**config.mk**
```make
export PLATFORM = sky130hd
export DESIGN_NAME = switch_traversal_stage
export DESIGN_NICKNAME = d
export VERILOG_FILES = /design/src/rtl/switch_traversal_stage_pkg.sv /design/src/rtl/switch_traversal_stage_side_buffer_fifo.sv /design/src/rtl/switch_traversal_stage.sv
export SDC_FILE = /design/constraint.sdc
export NUM_CORES = 2
export LEC_CHECK = 0
export CORE_MARGIN = 2
export CORE_UTILIZATION = 30
export CTS_CLUSTER_DIAMETER = 120
export DETAILED_ROUTE_END_ITERATION = 10
export PLACE_DENSITY = 0.5
export SLEW_MARGIN = 20
export SYNTH_ARGS = -nofsm -noshare
export SYNTH_HDL_FRONTEND = slang
export SYNTH_SLANG_ARGS = --single-unit
```
**constraint.sdc**
```tcl
create_clock -name clk -period 27.3 [get_ports clk]
set_clock_uncertainty 0.05 [all_clocks]
set_input_delay 5.46 -clock clk [delete_from_list [all_inputs] [get_ports clk]]
set_output_delay 5.46 -clock clk [all_outputs]
set_load 0.1 [all_outputs]
```
**src/rtl/switch_traversal_stage_pkg.sv**
```systemverilog
// Shared sizing and FPV port-index constants for the switch traversal stage.
package switch_traversal_stage_pkg;
   localparam int NUM_CHANNEL = 5;
   localparam int NUM_PORT    = 6;
   localparam int WIDTH_FLIT  = 64;
   localparam int SB_DEPTH    = 8;

   localparam int PORT_N      = 0;
   localparam int PORT_E      = 1;
   localparam int PORT_S      = 2;
   localparam int PORT_W      = 3;
   localparam int PORT_L      = 4;
   localparam int PORT_BYPASS = 5;
   localparam int NUM_OUT     = PORT_L + 1;

   function automatic logic pv_onehot(input logic [NUM_PORT-1:0] pv);
      return (pv != '0) && ((pv & (pv - 1'b1)) == '0);
   endfunction
endpackage

```
**src/rtl/switch_traversal_stage_side_buffer_fifo.sv**
```systemverilog
// Circular side buffer: up to NCH in-order writes per cycle, one read per cycle.
// Writes that do not fit are refused from the highest channel down.
module side_buffer_fifo
   import switch_traversal_stage_pkg::*;
#(
   parameter int NCH   = NUM_CHANNEL,
   parameter int W     = WIDTH_FLIT,
   parameter int DEPTH = SB_DEPTH
) (
   input  logic                       clk,
   input  logic                       reset,
   input  logic [NCH-1:0]             wr_valid,
   input  logic [NCH*W-1:0]           wr_data,
   input  logic                       rd_ready,
   output logic                       rd_valid,
   output logic [W-1:0]               rd_data,
   output logic [$clog2(DEPTH):0]     count,
   output logic [$clog2(NCH+1)-1:0]   drop_n
);
   localparam int PW = $clog2(DEPTH);
   localparam int CW = PW + 1;

   logic [W-1:0]              mem_q [DEPTH];
   logic [PW-1:0]             wr_ptr_q, rd_ptr_q;
   logic [CW-1:0]             count_q, space, enq_n;
   logic [NCH-1:0]            acc;
   logic [NCH-1:0][PW-1:0]    waddr;
   logic                      deq;

   // A slot freed by this cycle's read can be refilled on the same edge.
   always_comb begin
      deq    = rd_valid & rd_ready;
      space  = CW'(DEPTH) - count_q + CW'(deq);
      enq_n  = '0;
      drop_n = '0;
      acc    = '0;
      waddr  = '0;
      for (int i = 0; i < NCH; i++) begin
         waddr[i] = wr_ptr_q + PW'(enq_n);
         if (wr_valid[i]) begin
            if (enq_n < space) begin
               acc[i] = 1'b1;
               enq_n  = enq_n + 1'b1;
            end else begin
               drop_n = drop_n + 1'b1;
            end
         end
      end
   end

   always_ff @(posedge clk) begin
      if (reset) begin
         wr_ptr_q <= '0;
         rd_ptr_q <= '0;
         count_q  <= '0;
      end else begin
         wr_ptr_q <= wr_ptr_q + PW'(enq_n);
         if (deq) rd_ptr_q <= rd_ptr_q + 1'b1;
         count_q  <= count_q + enq_n - CW'(deq);
      end
   end

   always_ff @(posedge clk) begin
      for (int i = 0; i < NCH; i++)
         if (acc[i]) mem_q[waddr[i]] <= wr_data[i*W +: W];
   end

   assign rd_valid = (count_q != '0);
   assign rd_data  = rd_valid ? mem_q[rd_ptr_q] : '0;
   assign count    = count_q;
endmodule

```
**src/rtl/switch_traversal_stage.sv**
```systemverilog
// Registers allocator flits + FPVs, drives the crossbar onto N/E/S/W/L and diverts
// bypass flits into a re-injection side buffer; tracks drops and errors.
module switch_traversal_stage #(
   parameter int NUM_CHANNEL = switch_traversal_stage_pkg::NUM_CHANNEL,
   parameter int NUM_PORT    = switch_traversal_stage_pkg::NUM_PORT,
   parameter int WIDTH_FLIT  = switch_traversal_stage_pkg::WIDTH_FLIT,
   parameter int SB_DEPTH    = switch_traversal_stage_pkg::SB_DEPTH
) (
   input  logic                              clk,
   input  logic                              reset,
   input  logic [NUM_CHANNEL*WIDTH_FLIT-1:0] flit_in,
   input  logic [NUM_CHANNEL*NUM_PORT-1:0]   pv_in,
   input  logic [NUM_CHANNEL-1:0]            valid_in,
   output logic [5*WIDTH_FLIT-1:0]           out_flit,
   output logic [4:0]                        out_valid,
   output logic [WIDTH_FLIT-1:0]             reinj_flit,
   output logic                              reinj_valid,
   input  logic                              reinj_ready,
   output logic [$clog2(SB_DEPTH):0]         sb_count,
   output logic                              sb_full,
   output logic                              err_sticky,
   output logic [15:0]                       drop_cnt
);
   import switch_traversal_stage_pkg::*;

   localparam int DW = $clog2(NUM_CHANNEL+1);

   logic [NUM_CHANNEL-1:0]                  valid_q;
   logic [NUM_CHANNEL-1:0][WIDTH_FLIT-1:0]  flit_q;
   logic [NUM_CHANNEL-1:0][NUM_PORT-1:0]    pv_q;
   logic [15:0]                             drop_cnt_q, drop_cnt_d;
   logic                                    err_q, err_d;

   logic [NUM_CHANNEL-1:0]                  ok, byp;
   logic [NUM_OUT-1:0][WIDTH_FLIT-1:0]      xbar;
   logic [NUM_OUT-1:0]                      xvld;
   logic [DW-1:0]                           n_lose, n_bad, sb_drop;
   logic [16:0]                             drop_sum;

   always_ff @(posedge clk) begin
      if (reset) valid_q <= '0;
      else       valid_q <= valid_in;
      flit_q <= flit_in;
      pv_q   <= pv_in;
   end

   // Malformed PVs never reach the crossbar or buffer; lowest channel wins a port.
   always_comb begin
      ok     = '0;
      byp    = '0;
      xbar   = '0;
      xvld   = '0;
      n_lose = '0;
      n_bad  = '0;
      for (int i = 0; i < NUM_CHANNEL; i++) begin
         ok[i]  = valid_q[i] & pv_onehot(pv_q[i]);
         byp[i] = ok[i] & pv_q[i][PORT_BYPASS];
         if (valid_q[i] && !ok[i]) n_bad = n_bad + 1'b1;
      end
      for (int p = 0; p < NUM_OUT; p++) begin
         for (int i = 0; i < NUM_CHANNEL; i++) begin
            if (ok[i] && pv_q[i][p]) begin
               if (!xvld[p]) begin
                  xvld[p] = 1'b1;
                  xbar[p] = flit_q[i];
               end else begin
                  n_lose = n_lose + 1'b1;
               end
            end
         end
      end
   end

   side_buffer_fifo #(
      .NCH   (NUM_CHANNEL),
      .W     (WIDTH_FLIT),
      .DEPTH (SB_DEPTH)
   ) u_sb (
      .clk      (clk),
      .reset    (reset),
      .wr_valid (byp),
      .wr_data  (flit_q),
      .rd_ready (reinj_ready),
      .rd_valid (reinj_valid),
      .rd_data  (reinj_flit),
      .count    (sb_count),
      .drop_n   (sb_drop)
   );

   always_comb begin
      drop_sum   = {1'b0, drop_cnt_q} + 17'(n_lose) + 17'(n_bad) + 17'(sb_drop);
      drop_cnt_d = drop_sum[16] ? 16'hFFFF : drop_sum[15:0];
      err_d      = err_q | (n_lose != '0) | (n_bad != '0) | (sb_drop != '0);
   end

   always_ff @(posedge clk) begin
      if (reset) begin
         drop_cnt_q <= '0;
         err_q      <= 1'b0;
      end else begin
         drop_cnt_q <= drop_cnt_d;
         err_q      <= err_d;
      end
   end

   assign out_flit   = xbar;
   assign out_valid  = xvld;
   assign sb_full    = (sb_count == ($clog2(SB_DEPTH)+1)'(SB_DEPTH));
   assign err_sticky = err_q;
   assign drop_cnt   = drop_cnt_q;
endmodule

```
==> impl_metrics.csv <==
group,metric,value,unit
yosys,synth-compound-area-share,0.246,
critical_path,critPathMaxFanout,36,
grt,grt_pass1_vias,62500,
sta,setup_viol,0,
sta,slew_headroom,0.0969,
floorplan,die_h,465,um
hold_path,min_path_type,"register to register",
floorplan,dieArea,217000,um^2
yosys,synth_seq_area_share,0.361,
yosys,synth_edf_count,512,
detailed_routing,drt_first_pass_iters,8,
critical_path,cp-end-kind,"register",
grt,grt_overflow,0,
yosys,synth_common_cells,"nor2_1 (1365), a21oi_1 (1262), clkbuf_1 (939), nand2_1 (677), mux2i_1 (582)",
detailed_routing,post-route-drc-count,0,
sta,hold_viol,0,
place,placed_cells,10700,
grt,grt_use_total,0.312,
yosys,yosys.area.top_type_share,0.241,
hold_path,min_from,"drop_cnt[15]",
grt,grt_pass1_wl,488000,um
sta,rsz0062_at_grt,"false",
place,port_buffers,769,
yosys,synth_fa_ha_area_frac,0.0148,
yosys,synth_cell_types,88,
detailed_routing,wl,354000,um
yosys,synth_top_family_by_area,"compound AO/OA/AOI/OAI gates",
critical_path,r2r-end,"drop_cnt[1]",
yosys,synthCells,7967,
job,max_cap_violations,0,
yosys,ys_warn_count,0,
critical_path,rrSetupSlack,10940,ps
critical_path,cp.required,27900,ps
power_and_ir_drop,p_leak,26.6,nW
yosys,syn_area,63900,um^2
power_and_ir_drop,ir_worst_vdd,0.0746,mV
grt,antenna_found_initial,23,
cells_and_area,fillers,21600,
yosys,synth-simple-area-share,0.160,
yosys,synthMuxAreaShare,0.138,
clock_network,clkLatencyLatePin,790,ps
critical_path,critPathKind,"register to register",
cells_and_area,drive_above_1_share,0.0717,
cells_and_area,nets,8392,
clock_network,clk_transition_reported_paths,60,ps
yosys,async_flop_share,0,
sta,slew_viol_final,0,
clock_network,ctsResizeCount,0,
clock_network,cts_buffer_depth,3,
yosys,synth_nets,8393,
place,dp_hpwl,219000,um
sta,tightest_slew,1340,ps
clock_network,cts_buffers,112,
hold_path,holdPathStages,2,
critical_path,slowest_delay,760,ps
critical_path,r2r_start,"pv_q[4]",
cells_and_area,syn2layout_area_growth,20.5,%
yosys,synth_area_leaders,"edfxtp_1 (24%), dfxtp_1 (12%), a21oi_1 (9.9%), mux2i_1 (9.1%), nor2_1 (8.0%)",
yosys,avgSynthCellArea,8.02,um^2
detailed_routing,vias_per_cell,6.12,
sta,max_freq,0.0611,GHz
floorplan,die_w,465,um
place,gp_congestion,0.899,
clock_network,postCtsSetupRepairBufs,0,
sta,fin_tns_setup,0,ps
floorplan,core,212000,um^2
clock_network,clock_sinks,897,
floorplan,start_util,0.301,
clock_network,htreeDepth,3,
yosys,synth_top_area_cell,"edfxtp_1",
grt,grt_max_degree,130,
detailed_routing,wl_per_cell,32.5,um
yosys,synth-seq-cells,897,
clock_network,cts_tree,"built",
detailed_routing,antenna_left,0,
clock_network,root_buffer,"clkbuf_16",
detailed_routing,drtIter0Drc,9351,
critical_path,startpoint_type,"register",
critical_path,worst_r2r_path_depth,73,
clock_network,cts_hold_buffers,0,
yosys,post-synth-top-count-cell,"nor2_1",
status,status,"complete, no violations",
sta,period_share,0.599,
power_and_ir_drop,p_per_area,61.8,nW/um^2
floorplan,num_rows,169,
sta,finalCriticalPeriod,16360,ps
floorplan,io_pins,770,
detailed_routing,num_vias,66700,
yosys,synth_xor_area_frac,0.0163,
critical_path,cp_data_arrival_time,16960,ps
critical_path,cp_common_cell,"ha_1",
critical_path,cp_slowest_cell,"and2_4",
cells_and_area,layoutNonFillerInstCount,10900,
yosys,synth_flop_cell,"edfxtp_1",
hold_path,hold_end,"drop_cnt[12]",
through the flow:
step	hold WS [ps]	total power, W	util	setup slack, ps	cell area, um^2
final	472	0.00476	0.363	10940	77000
after global routing	516	0.00489	0.363	9610	76900
after CTS	478	0.00478	0.363	10710	76900
after detailed placement	464	0.00314	0.344	10750	72800
after global placement	457	0.00313	0.344	10740	72800
after floorplan	404	0.00262	-	12930	63900
routing by layer:
metal	global-route usage	up-vias	wire length, um
li1	-	28900	-
met1	0.401	32300	139000
met2	0.491	4575	159000
met3	0.0671	948	36100
met4	0.159	11	19700
met5	0.00395	-	178
critical path: cells and delay by family (launching register included):
family          cells  cell delay [ps]
compound gates     23             4700
mux                 1              130
simple gates       21             4220
flops               1              370
fa+ha+maj          13             4150
xor+xnor            8             1980
buf+inv             7              600
registers in the layout (all words and copies together), names as in the netlist, named ones only:
signal,flops
u_sb.count,4
valid_q,5
u_sb.mem_q,512
flit_q,320
drop_cnt,16
err_sticky,1
u_sb.rd_ptr_q,3
pv_q,30
u_sb.wr_ptr_q,3
power by group:
group | switching, W | leakage (nW) | internal (W) | total, W
combinational | 0.00103 | 16.7 | 0.000436 | 0.00147
sequential | 0.000174 | 7.85 | 0.00147 | 0.00165
clock | 0.000669 | 2.03 | 0.000973 | 0.00164
cell usage in the layout, fill, tap and decap left out, types with 76 or more instances in the layout:
| master | instances |
|---|---|
| nor2_1 | 1347 |
| o21ai_0 | 556 |
| a221oi_1 | 260 |
| buf_4 | 136 |
| nor3_1 | 84 |
| a21oi_1 | 1262 |
| a211oi_1 | 266 |
| nand2_1 | 674 |
| mux2i_1 | 582 |
| mux4_2 | 128 |
| a22oi_1 | 131 |
| dfxtp_1 | 382 |
| edfxtp_1 | 512 |
| nand3_1 | 113 |
| clkdlybuf4s50_1 | 759 |
| clkbuf_16 | 131 |
| and3_1 | 76 |
cell type report:
cell class	count	area, um^2	share of cell area
Multi-Input combinational cell	5984	37100	0.483
Sequential cell	897	23100	0.300
Timing Repair Buffer	909	8850	0.115
Clock buffer	180	3760	0.0489
Tap cell	2821	3530	0.0459
Clock inverter	33	310	0.00403
Inverter	62	235	0.00306
Antenna cell	15	37.5	0.000488
how the worst max path moves through the flow:
stage,depth (start not counted),from,end,slack [ps]
floorplan,76,valid_q[0],drop_cnt[10],12930
global placement,73,valid_q[0],drop_cnt[7],10740
detailed placement,73,valid_q[0],drop_cnt[7],10750
CTS,73,valid_q[0],drop_cnt[7],10710
global route,73,valid_q[0],drop_cnt[0],9610
finish,73,pv_q[4],drop_cnt[1],10940
cells by family after synthesis:
| logic type | after synthesis |
|---|---|
| compound gates | 2620 |
| xor+xnor | 106 |
| fa+ha+maj | 69 |
| buf+inv | 1086 |
| flops | 897 |
| mux | 717 |
| simple gates | 2472 |
Power figures use the tool's default switching activity.
